==> config.mk <==
export PLATFORM = sky130hd
export DESIGN_NAME = cpu_exec_sequencer_flat
export DESIGN_NICKNAME = d
export VERILOG_FILES = /design/src/rtl/cpu_exec_sequencer_if.sv /design/src/rtl/cpu_exec_sequencer.sv /design/src/flat_wrapper.sv
export SDC_FILE = /design/constraint.sdc
export NUM_CORES = 1
export LEC_CHECK = 0
export BUFFER_PORTS_ARGS = -buffer_cell sky130_fd_sc_hd__buf_2
export CORE_ASPECT_RATIO = 1.75
export CORE_UTILIZATION = 53
export CTS_BUF_LIST = sky130_fd_sc_hd__clkbuf_2
export DETAILED_ROUTE_END_ITERATION = 10
export PLACE_DENSITY = 0.79
export SETUP_SLACK_MARGIN = 0.1
export SYNTH_ARGS = -nofsm -noshare
export SYNTH_HDL_FRONTEND = slang
export SYNTH_SLANG_ARGS = --single-unit
==> constraint.sdc <==
create_clock -name CCLK -period 2.8 [get_ports CCLK]
set_input_delay 0.42 -clock CCLK [delete_from_list [all_inputs] [get_ports CCLK]]
set_output_delay 0.42 -clock CCLK [all_outputs]
set_load 0.01 [all_outputs]
==> src/rtl/cpu_exec_sequencer_if.sv <==
// Command and core-control bundle between the register side, the execution
// sequencer and the CPU core.
//
// Handshake: CMD_OP/CMD_STEPS are held stable while CMD_VALID is high; a
// command transfers on the CCLK edge where CMD_VALID && CMD_READY. CMD_READY
// is combinational and does not depend on CMD_VALID.
interface cpu_exec_sequencer_if #(
  parameter int STEP_W = 16,
  parameter int CNT_W  = 32
);
  logic              CMD_VALID;
  logic              CMD_READY;
  logic [1:0]        CMD_OP;
  logic [STEP_W-1:0] CMD_STEPS;
  logic              BP_EN;
  logic [31:0]       BP_ADDR;
  logic [31:0]       REGPC;
  logic              CRST;
  logic              CEXEC;
  logic [1:0]        STATE;
  logic [1:0]        HALT_CAUSE;
  logic [CNT_W-1:0]  EXEC_CNT;
  logic              DONE_PULSE;

  // Register side / core model view.
  modport master (
    output CMD_VALID, CMD_OP, CMD_STEPS, BP_EN, BP_ADDR, REGPC,
    input  CMD_READY, CRST, CEXEC, STATE, HALT_CAUSE, EXEC_CNT, DONE_PULSE
  );

  // Sequencer view.
  modport slave (
    input  CMD_VALID, CMD_OP, CMD_STEPS, BP_EN, BP_ADDR, REGPC,
    output CMD_READY, CRST, CEXEC, STATE, HALT_CAUSE, EXEC_CNT, DONE_PULSE
  );
endinterface

==> src/rtl/cpu_exec_sequencer.sv <==
// CPU execution sequencer: runs, single/multi-steps, halts and resets the
// core in the CCLK domain. Halts on a PC breakpoint (checked before the
// instruction at BP_ADDR executes) or when the step budget is used up.
module cpu_exec_sequencer #(
  parameter int STEP_W     = 16,
  parameter int CNT_W      = 32,
  parameter int RST_CYCLES = 4
) (
  input logic                  CCLK,
  input logic                  CARSTN,
  cpu_exec_sequencer_if.slave  bus
);

  typedef enum logic [1:0] {
    ST_IDLE  = 2'b00,
    ST_RESET = 2'b01,
    ST_RUN   = 2'b10,
    ST_STEP  = 2'b11
  } state_t;

  localparam logic [1:0] OP_HALT  = 2'b00;
  localparam logic [1:0] OP_RUN   = 2'b01;
  localparam logic [1:0] OP_STEP  = 2'b10;
  localparam logic [1:0] OP_RESET = 2'b11;

  localparam logic [1:0] CAUSE_NONE = 2'b00;
  localparam logic [1:0] CAUSE_HALT = 2'b01;
  localparam logic [1:0] CAUSE_STEP = 2'b10;
  localparam logic [1:0] CAUSE_BP   = 2'b11;

  localparam int RST_W = (RST_CYCLES > 1) ? $clog2(RST_CYCLES) : 1;
  localparam logic [RST_W-1:0] RST_LAST = RST_W'(RST_CYCLES - 1);

  state_t            state_q, state_d;
  logic [STEP_W-1:0] step_cnt_q, step_cnt_d;
  logic [RST_W-1:0]  rst_cnt_q, rst_cnt_d;
  logic              first_q, first_d;
  logic [1:0]        cause_q, cause_d;
  logic [CNT_W-1:0]  exec_cnt_q;
  logic              crst_q;
  logic              done_q;

  logic cmd_ready;
  logic cmd_fire;
  logic bp_hit;
  logic exec_en;
  logic is_halt;
  logic is_reset;

  // Handshake and breakpoint decode. The first cycle after entering RUN/STEP
  // ignores the breakpoint so execution can resume from a breakpoint PC.
  always_comb begin
    cmd_ready = (state_q != ST_RESET);
    cmd_fire  = bus.CMD_VALID && cmd_ready;
    is_halt   = cmd_fire && (bus.CMD_OP == OP_HALT);
    is_reset  = cmd_fire && (bus.CMD_OP == OP_RESET);
    bp_hit    = bus.BP_EN && (bus.REGPC == bus.BP_ADDR) && !first_q;
    exec_en   = ((state_q == ST_RUN) || (state_q == ST_STEP)) && !bp_hit;
  end

  // Next-state logic. Breakpoint beats HALT/RESET, which beat step-done.
  always_comb begin
    state_d    = state_q;
    step_cnt_d = step_cnt_q;
    rst_cnt_d  = rst_cnt_q;
    first_d    = first_q;
    cause_d    = cause_q;
    case (state_q)
      ST_IDLE: begin
        if (cmd_fire) begin
          case (bus.CMD_OP)
            OP_RUN: begin
              state_d = ST_RUN;
              cause_d = CAUSE_NONE;
              first_d = 1'b1;
            end
            OP_STEP: begin
              state_d    = ST_STEP;
              cause_d    = CAUSE_NONE;
              first_d    = 1'b1;
              step_cnt_d = (bus.CMD_STEPS == '0) ? STEP_W'(1) : bus.CMD_STEPS;
            end
            OP_RESET: begin
              state_d   = ST_RESET;
              rst_cnt_d = RST_LAST;
            end
            default: ;
          endcase
        end
      end
      ST_RUN: begin
        first_d = 1'b0;
        if (bp_hit) begin
          state_d = ST_IDLE;
          cause_d = CAUSE_BP;
        end else if (is_halt) begin
          state_d = ST_IDLE;
          cause_d = CAUSE_HALT;
        end else if (is_reset) begin
          state_d   = ST_RESET;
          rst_cnt_d = RST_LAST;
        end
      end
      ST_STEP: begin
        first_d = 1'b0;
        if (exec_en) step_cnt_d = step_cnt_q - STEP_W'(1);
        if (bp_hit) begin
          state_d = ST_IDLE;
          cause_d = CAUSE_BP;
        end else if (is_halt) begin
          state_d = ST_IDLE;
          cause_d = CAUSE_HALT;
        end else if (is_reset) begin
          state_d   = ST_RESET;
          rst_cnt_d = RST_LAST;
        end else if (exec_en && (step_cnt_q == STEP_W'(1))) begin
          state_d = ST_IDLE;
          cause_d = CAUSE_STEP;
        end
      end
      ST_RESET: begin
        cause_d = CAUSE_NONE;
        if (rst_cnt_q == '0) state_d = ST_IDLE;
        else                 rst_cnt_d = rst_cnt_q - RST_W'(1);
      end
      default: state_d = ST_IDLE;
    endcase
  end

  // State register plus registered CRST and return-to-idle pulse.
  always_ff @(posedge CCLK or negedge CARSTN) begin
    if (!CARSTN) begin
      state_q    <= ST_IDLE;
      step_cnt_q <= '0;
      rst_cnt_q  <= '0;
      first_q    <= 1'b0;
      cause_q    <= CAUSE_NONE;
      crst_q     <= 1'b0;
      done_q     <= 1'b0;
    end else begin
      state_q    <= state_d;
      step_cnt_q <= step_cnt_d;
      rst_cnt_q  <= rst_cnt_d;
      first_q    <= first_d;
      cause_q    <= cause_d;
      crst_q     <= (state_d == ST_RESET);
      done_q     <= (state_q != ST_IDLE) && (state_d == ST_IDLE);
    end
  end

  // Executed-cycle counter: cleared during RESET, saturates at all-ones.
  always_ff @(posedge CCLK or negedge CARSTN) begin
    if (!CARSTN) begin
      exec_cnt_q <= '0;
    end else if (state_q == ST_RESET) begin
      exec_cnt_q <= '0;
    end else if (exec_en && !(&exec_cnt_q)) begin
      exec_cnt_q <= exec_cnt_q + CNT_W'(1);
    end
  end

  assign bus.CMD_READY  = cmd_ready;
  assign bus.CEXEC      = exec_en;
  assign bus.CRST       = crst_q;
  assign bus.STATE      = state_q;
  assign bus.HALT_CAUSE = cause_q;
  assign bus.EXEC_CNT   = exec_cnt_q;
  assign bus.DONE_PULSE = done_q;

endmodule

==> src/flat_wrapper.sv <==
// flat-port wrapper written by rule: the top's interface ports become plain ports
module cpu_exec_sequencer_flat 
#(
  parameter int STEP_W     = 16,
  parameter int CNT_W      = 32,
  parameter int RST_CYCLES = 4
)
  (CCLK, CARSTN, bus_CMD_VALID, bus_CMD_OP, bus_CMD_STEPS, bus_BP_EN, bus_BP_ADDR, bus_REGPC, bus_CMD_READY, bus_CRST, bus_CEXEC, bus_STATE, bus_HALT_CAUSE, bus_EXEC_CNT, bus_DONE_PULSE);
  cpu_exec_sequencer_if #(.STEP_W(STEP_W), .CNT_W(CNT_W)) bus_i ();
  input logic CCLK;
  input logic CARSTN;
  input wire logic [$bits(bus_i.CMD_VALID)-1:0] bus_CMD_VALID;
  input wire logic [$bits(bus_i.CMD_OP)-1:0] bus_CMD_OP;
  input wire logic [$bits(bus_i.CMD_STEPS)-1:0] bus_CMD_STEPS;
  input wire logic [$bits(bus_i.BP_EN)-1:0] bus_BP_EN;
  input wire logic [$bits(bus_i.BP_ADDR)-1:0] bus_BP_ADDR;
  input wire logic [$bits(bus_i.REGPC)-1:0] bus_REGPC;
  output wire logic [$bits(bus_i.CMD_READY)-1:0] bus_CMD_READY;
  output wire logic [$bits(bus_i.CRST)-1:0] bus_CRST;
  output wire logic [$bits(bus_i.CEXEC)-1:0] bus_CEXEC;
  output wire logic [$bits(bus_i.STATE)-1:0] bus_STATE;
  output wire logic [$bits(bus_i.HALT_CAUSE)-1:0] bus_HALT_CAUSE;
  output wire logic [$bits(bus_i.EXEC_CNT)-1:0] bus_EXEC_CNT;
  output wire logic [$bits(bus_i.DONE_PULSE)-1:0] bus_DONE_PULSE;
  assign bus_i.CMD_VALID = bus_CMD_VALID;
  assign bus_i.CMD_OP = bus_CMD_OP;
  assign bus_i.CMD_STEPS = bus_CMD_STEPS;
  assign bus_i.BP_EN = bus_BP_EN;
  assign bus_i.BP_ADDR = bus_BP_ADDR;
  assign bus_i.REGPC = bus_REGPC;
  assign bus_CMD_READY = bus_i.CMD_READY;
  assign bus_CRST = bus_i.CRST;
  assign bus_CEXEC = bus_i.CEXEC;
  assign bus_STATE = bus_i.STATE;
  assign bus_HALT_CAUSE = bus_i.HALT_CAUSE;
  assign bus_EXEC_CNT = bus_i.EXEC_CNT;
  assign bus_DONE_PULSE = bus_i.DONE_PULSE;
  cpu_exec_sequencer #(.STEP_W(STEP_W), .CNT_W(CNT_W), .RST_CYCLES(RST_CYCLES)) u_core (.CCLK(CCLK), .CARSTN(CARSTN), .bus(bus_i));
endmodule
**Yosys cells after proc, flatten, opt, wreduce, memory -nomap -nowiden**

Cells that the tools add are included.

- Register bits: 57
- Input port bits: 86
- Output and inout bits: 40
- Logic and storage cells: 99

- $add $sub $neg: 3
- Equal/unequal tests: 22
- Mux-type cells: 37
- Reduce and logical (&&, ||, !) cells: 29

Operator list:

| operator | number |
|---|---|
| two-way mux 16 bit | 4 |
| two-way mux 32 bit | 2 |
| two-way mux 2 bit | 23 |
| adder 32 x 1 -> 32 bit, second input constant | 1 |
| == test 32 bit | 1 |
| one-hot mux 16 bit (2 select lines) | 1 |
| AND reduction 32 bit | 1 |
| == test 16 x 1 -> 1 bit, second input constant | 1 |
| zero test 16 bit | 1 |
| one-hot mux 2 bit (4 select lines) | 2 |
| subtractor 16 x 1 -> 16 bit, second input constant | 1 |
| one-hot mux 2 bit (3 select lines) | 2 |
| != test 2 x 1 -> 1 bit, second input constant | 5 |
| != test 2 bit, second input constant | 5 |
| logical AND 1 bit | 9 |
| == test 2 bit, second input constant | 4 |
| zero test 2 bit | 4 |
| != test 4 x 2 -> 1 bit, second input constant | 2 |
| nonzero test 2 bit | 4 |
| == test 2 x 1 -> 1 bit, second input constant | 3 |
| AND reduction 6 bit | 1 |
| AND reduction 5 bit | 1 |
| AND reduction 4 bit | 1 |
| OR reduction 2 bit | 2 |
| 7 further kinds | 10 |

**Longest topological paths before layout**

Gate-level depths: netlist of the first run.

- Word-level depth: 13
- Gate-level depth with buffers: 9

**Least setup slack after synthesis of the first run**

OpenSTA, ideal clock, no wires.

- Kind: input -> register
- From: input bus_BP_ADDR[0]
- To: register u_core.done_q (netlist: u_core.bus.DONE_PULSE)
- Arrival: 2.196 ns
- Data required time: 2.737 ns
- Slack: 0.541 ns
- Cell stages on the path: 8
- Buffers on the path: 1
- Cells stage by stage: xnor2_1 -> nand4_1 -> or4_4 -> o31ai_4 -> buf_6 -> inv_2 -> a31o_2 -> o21ba_4

- Longest elaborated chain between the ends: 13
- Elaborated cells on any way between the ends: 14

RTL lines:

| element | line | source |
|---|---|---|
| start, declared | flat_wrapper.sv:16 | `input wire logic [$bits(bus_i.BP_ADDR)-1:0] bus_BP_ADDR;` |
| == test 32 bit | cpu_exec_sequencer.sv:57 | `bp_hit = bus.BP_EN && (bus.REGPC == bus.BP_ADDR) && !first_q;` |
| logical AND 1 bit (2 in series) | cpu_exec_sequencer.sv:57 |  |
| zero test 1 bit | cpu_exec_sequencer.sv:58 | `exec_en = ((state_q == ST_RUN) \|\| (state_q == ST_STEP)) && !bp_hit;` |
| logical AND 1 bit | cpu_exec_sequencer.sv:58 |  |
| named net bus_CEXEC | flat_wrapper.sv:20 | `output wire logic [$bits(bus_i.CEXEC)-1:0] bus_CEXEC;` |
| logical AND 1 bit | cpu_exec_sequencer.sv:116 | `end else if (exec_en && (step_cnt_q == STEP_W'(1))) begin` |
| two-way mux 2 bit | cpu_exec_sequencer.sv:116 |  |
| two-way mux 2 bit | cpu_exec_sequencer.sv:113 | `end else if (is_reset) begin` |
| two-way mux 2 bit | cpu_exec_sequencer.sv:110 | `end else if (is_halt) begin` |
| two-way mux 2 bit | cpu_exec_sequencer.sv:107 | `if (bp_hit) begin` |
| one-hot mux 2 bit (4 select lines) | cpu_exec_sequencer.sv:68 | `case (state_q)` |
| named net u_core.state_d[0] | cpu_exec_sequencer.sv:34 | `state_t state_q, state_d;` |
| zero test 2 bit | cpu_exec_sequencer.sv:147 | `done_q <= (state_q != ST_IDLE) && (state_d == ST_IDLE);` |
| logical AND 1 bit | cpu_exec_sequencer.sv:147 |  |
| end signal, assigned | cpu_exec_sequencer.sv:147 |  |
| end, declared | cpu_exec_sequencer.sv:41 | `logic done_q;` |

The timed path passes the listed nets, and every way through them passes these cells.
A chain may end at the register's enable or synchronous reset.

**Worst setup path in the final report of the first run**

- From: input bus_BP_ADDR[1]
- To: output bus_CEXEC

- Longest elaborated chain between the ends: 5

RTL lines:

| element | line |
|---|---|
| == test 32 bit | cpu_exec_sequencer.sv:57 |
| logical AND 1 bit (2 in series) | cpu_exec_sequencer.sv:57 |
| zero test 1 bit | cpu_exec_sequencer.sv:58 |
| logical AND 1 bit | cpu_exec_sequencer.sv:58 |
| end, declared | flat_wrapper.sv:20 |

Every way passes these cells.

==> results of run 1 <==
## routing by layer
metal	part of all wire, %	GRT usage (%)	wire, um
met3	5.6	5.61	613
met1	36	29.9	3940
met4	3.0	13.6	327
met2	55	54.4	5990
met5	0	0	0
## through the flow
stage,instance area [um^2],util [%],setup WS (ns)
2_1_floorplan,3920,-,0.541
3_3_place_gp,4630,64.5,0.327
3_5_place_dp,4630,64.5,0.250
4_1_cts,4740,66.0,0.286
5_1_grt,4740,66.0,0.177
6_report,4740,66.0,0.291
## cell usage after synthesis (2+ instances only)
library cell / number / area share (%)
nor2_1: 21 / 2.0
o211ai_1: 11 / 2.1
o221a_2: 8 / 2.3
buf_2: 3 / 0.38
o21ai_0: 13 / 1.7
and2_1: 8 / 1.3
a2bb2oi_1: 2 / 0.45
o22ai_1: 2 / 0.32
nand4_1: 22 / 3.5
nor4b_1: 3 / 0.67
o31ai_1: 20 / 3.8
a31oi_1: 4 / 0.64
a31o_2: 2 / 0.45
buf_4: 2 / 0.38
nand2b_1: 7 / 1.1
mux2i_1: 7 / 1.8
nor3_1: 9 / 1.1
nor4_1: 9 / 1.4
a21oi_1: 34 / 4.3
nor2b_1: 2 / 0.32
clkbuf_1: 17 / 1.6
o41ai_1: 7 / 1.6
nand3_1: 23 / 2.9
and4_1: 9 / 2.0
xor2_1: 13 / 2.9
and3_1: 11 / 1.8
dfrtp_1: 57 / 36
ha_1: 8 / 2.6
or3_1: 8 / 1.3
inv_1: 12 / 1.1
or4_1: 20 / 3.8
xnor2_1: 19 / 4.2
a22o_1: 2 / 0.45
nand2_1: 22 / 2.1
## worst max-delay path, delay by kind of cell
kind	cells	cell delay, ns
compound gates	1	0.34
xor+xnor	1	0.22
buf+inv	3	0.35
simple gates	2	0.74
## repair_timing
action / in CTS / in global routing
hold buffers: 1 / 0
hold endpoints to repair: 25 / 0
setup endpoints to repair: 0 / 0
## final timing paths
check | to | start | cells past startpoint | slack, ns
hold reg to reg | u_core.first_q | u_core.first_q | 2 | 0.53
setup / recovery | bus_CEXEC | bus_BP_ADDR[1] | 7 | 0.29
hold / removal | u_core.step_cnt_q[15] | bus_CMD_STEPS[15] | 3 | 0.16
min in group asynchronous | u_core.bus.EXEC_CNT[5] | CARSTN | 2 | 0.42
max in group asynchronous | u_core.step_cnt_q[4] | CARSTN | 3 | 1.69
setup reg to reg | u_core.bus.EXEC_CNT[8] | u_core.bus.EXEC_CNT[3] | 6 | 0.32
## sequential cells by signal (all words and copies together), names as in the netlist
name / flops
u_core.bus.HALT_CAUSE: 2
u_core.bus.STATE: 2
u_core.rst_cnt_q: 2
u_core.bus.EXEC_CNT: 32
u_core.bus.DONE_PULSE: 1
u_core.step_cnt_q: 16
u_core.first_q: 1
u_core.bus.CRST: 1
## cells in the final DEF (no fill, tap or decap), drive strengths merged, types with 8 or more instances in the layout
master  instances
o31ai          21
inv            13
xor2           13
nand2          22
o221a           8
and4            9
buf           135
dfrtp          57
nand3          23
nand4          22
nor4            9
or4            21
ha              8
and3           11
o21ai          14
o211ai         11
or3             8
xnor2          19
nor2           21
clkbuf         11
nor3            9
and2            9
a21oi          34
## logic make-up (layout without fill, tap and decap cells)
| kind of cell | count (synthesis) | in the layout |
|---|---|---|
| AO/OA/AOI/OAI | 114 | 114 |
| XOR/XNOR | 32 | 32 |
| adder cells (fa/ha/maj) | 8 | 8 |
| buffers and inverters | 38 | 166 |
| flip-flops | 57 | 57 |
| multiplexers | 7 | 7 |
| AND/OR/NAND/NOR | 182 | 182 |
## cell type report
| cell class | instances | area [um^2] | share of cell area (%) |
|---|---|---|---|
| Timing Repair Buffer | 136 | 723 | 15.3 |
| Tap cell | 86 | 108 | 2.27 |
| Clock buffer | 11 | 55.1 | 1.16 |
| Clock inverter | 5 | 46.3 | 0.976 |
| Inverter | 14 | 52.6 | 1.11 |
| Sequential cell | 57 | 1430 | 30.1 |
| Multi-Input combinational cell | 343 | 2330 | 49.2 |
## power by group through the flow
| stage | combinational (W) | clock [W] | sequential (W) |
|---|---|---|---|
| finish | 0.00117 | 0.000525 | 0.00119 |
| global route | 0.00128 | 0.000567 | 0.00121 |
| CTS | 0.00116 | 0.000525 | 0.00118 |
| detailed placement | 0.00116 | 0 | 0.00120 |
| global placement | 0.00112 | 0 | 0.00119 |
| floorplan | 0.000811 | 0 | 0.00116 |
==> results.py, run 1 <==
metrics = {
    "floorplan": {
        "die_y_um": 116,
        "die_x_um": 67,
        "core_area_mm2": 0.00718,
        "initial_core_util_pct": 54.6,
        "rows": 41,
        "die_area_mm2": 0.00776,
        "boundaryPins": 126,
    },
    "detailed_routing": {
        "wl_per_cell_um": 16.7,
        "ant_nets": 0,
        "finalWirelength_mm": 10.9,
        "first_pass_iters": 5,
        "viasPerCell": 6.40,
        "drt_iter0_drc": 408,
        "vias": 4170,
        "drc": 0,
    },
    "pwr": {
        "leakagePower_nw": 2.10,
        "clkPwrFrac_pct": 18.2,
        "power_density_mw_per_mm2": 608,
        "comb_power_share_pct": 40.5,
        "ir_drop_mv": 0.371,
        "p_total_w": 0.00288,
        "internal-power_w": 0.00169,
        "power_switching_w": 0.00119,
        "swShare_pct": 41.4,
        "pwr-share-seq_pct": 41.3,
    },
    "place": {
        "dpl.cell_count": 635,
        "hpwlAfterDp_mm": 8.27,
        "numPortBuffers": 125,
        "routabilityCongestion": 0.859,
    },
    "outcome": {
        "status": "finished clean",
    },
    "timing": {
        "tightest_slew_ns": 0.827,
        "fin_setup_tns_ns": 0,
        "skew_ns": 0.0153,
        "period_minus_slack_ns": 2.51,
        "timing.fmax_ghz": 0.399,
        "timing.hold.ws_ns": 0.161,
        "maxSlewHeadroom_pct": 44.8,
        "setup_violations": 0,
        "final-max-slew-violation-count": 0,
        "hold_viol_final": 0,
        "rsz0062_at_grt": "false",
        "min_period_over_period_pct": 89.6,
    },
    "layout": {
        "nFillCells": 627,
        "final_cells": 652,
        "n_antenna_cell": 0,
        "area_growth_pct": 21.0,
        "num-nets-final": 655,
        "drive_above_1_share_pct": 29.3,
    },
    "synthesis": {
        "synthesis.nets": 532,
        "synth-xor-area-share_pct": 7.15,
        "synth_mux_area_share_pct": 1.79,
        "syn_inst": 438,
        "synth-compound-area-share_pct": 20.7,
        "ys_seq_elements": 57,
        "synth_ff_type": "dfrtp_1",
        "synthSimpleGateAreaFrac_pct": 27.3,
        "synth_top_family_by_area": "simple AND/OR/NAND/NOR gates",
        "synth_area_mm2": 0.00392,
        "ys_types": 55,
        "seq_area_frac_synth_pct": 36.4,
        "synth-edff-count": 0,
        "synth-async-reset-ratio_pct": 100,
        "ys_warn_count": 0,
        "syn_avg_cell_area_um2": 8.95,
        "synthAdderAreaFrac_pct": 2.55,
    },
    "worst_setup_path": {
        "crit_fanout": 4,
        "cpPeakStageDelay_ns": 0.59,
        "worst_path_most_repeated_cell": "buf_2",
        "required_ns": 2.38,
        "path_class": "input port to output pin",
        "worstPathCellList": "buf_2 > xnor2_1 > nand4_1 > or4_4 > o31ai_4 > inv_2 > buf_2",
        "cp.arrival_ns": 2.09,
        "startpoint_type": "input port",
        "worstSetupEndpointType": "output pin",
        "critPathSlowestCell": "or4_4",
    },
    "min_path": {
        "hp-class": "input port to flip-flop",
    },
    "clock_network": {
        "cts-buffers-inserted": 9,
        "cts_root_buffer": "clkbuf_2",
        "tritoncts": "done",
        "cts_max_level": 3,
        "postCtsSetupRepairBufs": 0,
        "cts_buffer_depth": 2,
        "post_cts_resized": 0,
        "clock_latency_ns": 0.52,
        "cts_num_sinks": 57,
        "clk_pin_slew_worst_paths_ns": 0.16,
    },
    "global_route": {
        "grt_pass1_wl_mm": 16.9,
        "grt_usage_pct": 29.2,
        "grt_max_degree": 53,
        "antenna_found_initial": 0,
        "grt_overflow": 0,
        "grt_pass1_vias": 3722,
    },
    "job": {
        "maxCapViolations": 0,
    },
}
Power figures use the tool's default switching activity.
==> run 2: changes to the inputs <==
CORE_MARGIN = 2   (was not set)
==> run 2 against run 1 <==
Compared with the run above:
- fmax fell by 1.2%
- critical path type is now flip-flop to flip-flop
- worst hold slack worse by 0.016 ns
- die area is 4.8% higher
- register-to-register slack worse by 0.06 ns
- largest power group unchanged
- critical path depth fell by 1
- sequential power about the same
- first-iteration DRC count is 36% lower
- count of clock-buffer cells in the layout down 1
==> results.py, run 2 (synthesis gave the netlist of run 1 again) <==
metrics = {
    "layout": {
        "design_area_mm2": 0.00472,
        "area_growth_pct": 20.4,
        "drive_above_1_share_pct": 29.6,
        "final_cells": 652,
        "seqCellArea_mm2": 0.00143,
        "final_cell_mix": "buf_2, dfrtp_1, a21oi_1",
        "layout_commonest_cell": "buf_2",
        "largest_register_ffs": 32,
        "num-nets-final": 655,
        "nFillCells": 618,
        "multi_input_area_mm2": 0.00233,
    },
    "detailed_routing": {
        "first_pass_iters": 6,
        "drc": 0,
        "drt_iter0_drc": 261,
        "vias": 4145,
        "ant_nets": 0,
        "wl_per_cell_um": 17.0,
        "viasPerCell": 6.36,
        "finalWirelength_mm": 11.1,
    },
    "timing": {
        "period_minus_slack_ns": 2.54,
        "maxSlewHeadroom_pct": 46.2,
        "hold_viol_final": 0,
        "final-max-slew-violation-count": 0,
        "tightest_slew_ns": 0.807,
        "skew_ns": 0.0378,
        "timing.hold.ws_ns": 0.145,
        "setup_violations": 0,
        "min_period_over_period_pct": 90.7,
        "timing.fmax_ghz": 0.394,
        "fin_setup_tns_ns": 0,
        "rsz0062_at_grt": "false",
    },
    "worst_setup_path": {
        "reg2regPathDepth": 6,
        "startpoint_type": "flip-flop",
        "path_class": "flip-flop to flip-flop",
        "reg2reg_slack_ns": 0.26,
        "worstSetupEndpointType": "flip-flop",
        "r2r-end": "u_core.bus.EXEC_CNT[16]",
        "required_ns": 3.22,
        "cp.arrival_ns": 2.96,
        "r2r-start": "u_core.bus.EXEC_CNT[19]",
        "crit_fanout": 17,
    },
    "clock_network": {
        "cts_max_level": 3,
        "cts_buffer_depth": 2,
        "cts_num_sinks": 57,
        "cts-buffers-inserted": 9,
        "cts_root_buffer": "clkbuf_2",
        "clock_latency_ns": 0.52,
        "tritoncts": "done",
        "post_cts_resized": 0,
        "clk_pin_slew_worst_paths_ns": 0.18,
    },
    "floorplan": {
        "rows": 41,
        "core_area_mm2": 0.00718,
        "die_y_um": 118,
        "boundaryPins": 126,
        "die_area_mm2": 0.00812,
        "die_x_um": 69,
        "initial_core_util_pct": 54.6,
    },
    "global_route": {
        "grt_pass1_vias": 4097,
        "globalRouteMet1Util_pct": 27.8,
        "use_met2_pct": 50.2,
        "grt.busiest_layer": "met2",
        "gr-usage-met3_pct": 5.31,
        "grt_max_degree": 54,
        "antenna_found_initial": 1,
        "grt_pass1_wl_mm": 18.1,
        "grt_usage_pct": 27.3,
        "grt_overflow": 0,
    },
    "pwr": {
        "leakagePower_nw": 2.09,
        "power_density_mw_per_mm2": 588,
        "p_total_w": 0.00277,
        "ir_drop_mv": 0.346,
    },
    "place": {
        "routabilityCongestion": 0.890,
        "numPortBuffers": 125,
        "placed_cell_area_mm2": 0.00463,
        "dpl.cell_count": 635,
        "hpwlAfterDp_mm": 8.35,
    },
    "min_path": {
        "hold_depth": 3,
        "hp-class": "input port to flip-flop",
        "hold_end": "u_core.step_cnt_q[12]",
        "min-delay-start": "bus_CMD_STEPS[12]",
    },
    "job": {
        "maxCapViolations": 0,
    },
    "outcome": {
        "status": "finished clean",
    },
}
[run 2: cell types whose count changed in the layout (fill, tap and decap cells not counted), sizes merged]
cell / delta
bufinv: -1
clkbuf: -1
clkinv: +1
diode: +1
[run 2: through the flow]
| stage | util [%] | worst slack (ns) |
|---|---|---|
| 3_5_place_dp | 64.5 | 0.319 |
| 3_3_place_gp | 64.5 | 0.360 |
| 4_1_cts | 65.6 | 0.302 |
| 6_report | 65.7 | 0.261 |
| 5_1_grt | 65.7 | 0.174 |
| 2_1_floorplan | - | 0.541 |
[run 2: worst max path at each step]
stage / slack (ns) / end / start
2_1_floorplan: 0.54 / u_core.bus.DONE_PULSE / bus_BP_ADDR[0]
3_3_place_gp: 0.36 / bus_CEXEC / bus_BP_ADDR[11]
3_5_place_dp: 0.32 / u_core.step_cnt_q[4] / bus_BP_ADDR[1]
4_1_cts: 0.30 / u_core.bus.EXEC_CNT[16] / u_core.bus.EXEC_CNT[19]
5_1_grt: 0.17 / u_core.bus.EXEC_CNT[16] / u_core.bus.EXEC_CNT[18]
6_report: 0.26 / u_core.bus.EXEC_CNT[16] / u_core.bus.EXEC_CNT[19]
[run 2: metal layers]
metal	wire [um]	vias up
li1	-	1946
met1	3910	1928
met2	6030	235
met3	723	36
met4	403	0
met5	0	-
[run 2: repair_timing]
action                                 CTS  global route
endpoints found under the hold margin   16             0
setup endpoints to repair                0             0
hold buffers                             1             0
buffers inserted                         0             0
[run 2: area by class of cell]
class / count / area share [%]
multi-input cells: 343 / 49.4
well taps: 86 / 2.28
clock inverters: 5 / 0.504
inverters: 14 / 1.11
repair buffers: 136 / 15.3
diodes: 1 / 0.0531
clock buffers: 10 / 1.06
flip-flops and latches: 57 / 30.2
[run 2: where the power goes]
part | total [W] | internal [W] | switching [W] | leakage, nW
clock network | 0.000423 | 0.000107 | 0.000316 | 0.0588
registers | 0.00119 | 0.000993 | 0.000199 | 0.733
logic | 0.00116 | 0.000491 | 0.000666 | 1.30
[run 2: critical path, stage by stage (launching register included)]
cell      delay (ns)
dfrtp_1         0.48
and4_1          0.26
and4bb_2        0.25
and3_1          0.24
and2_0          0.44
or4_1           0.59
a21oi_1         0.17
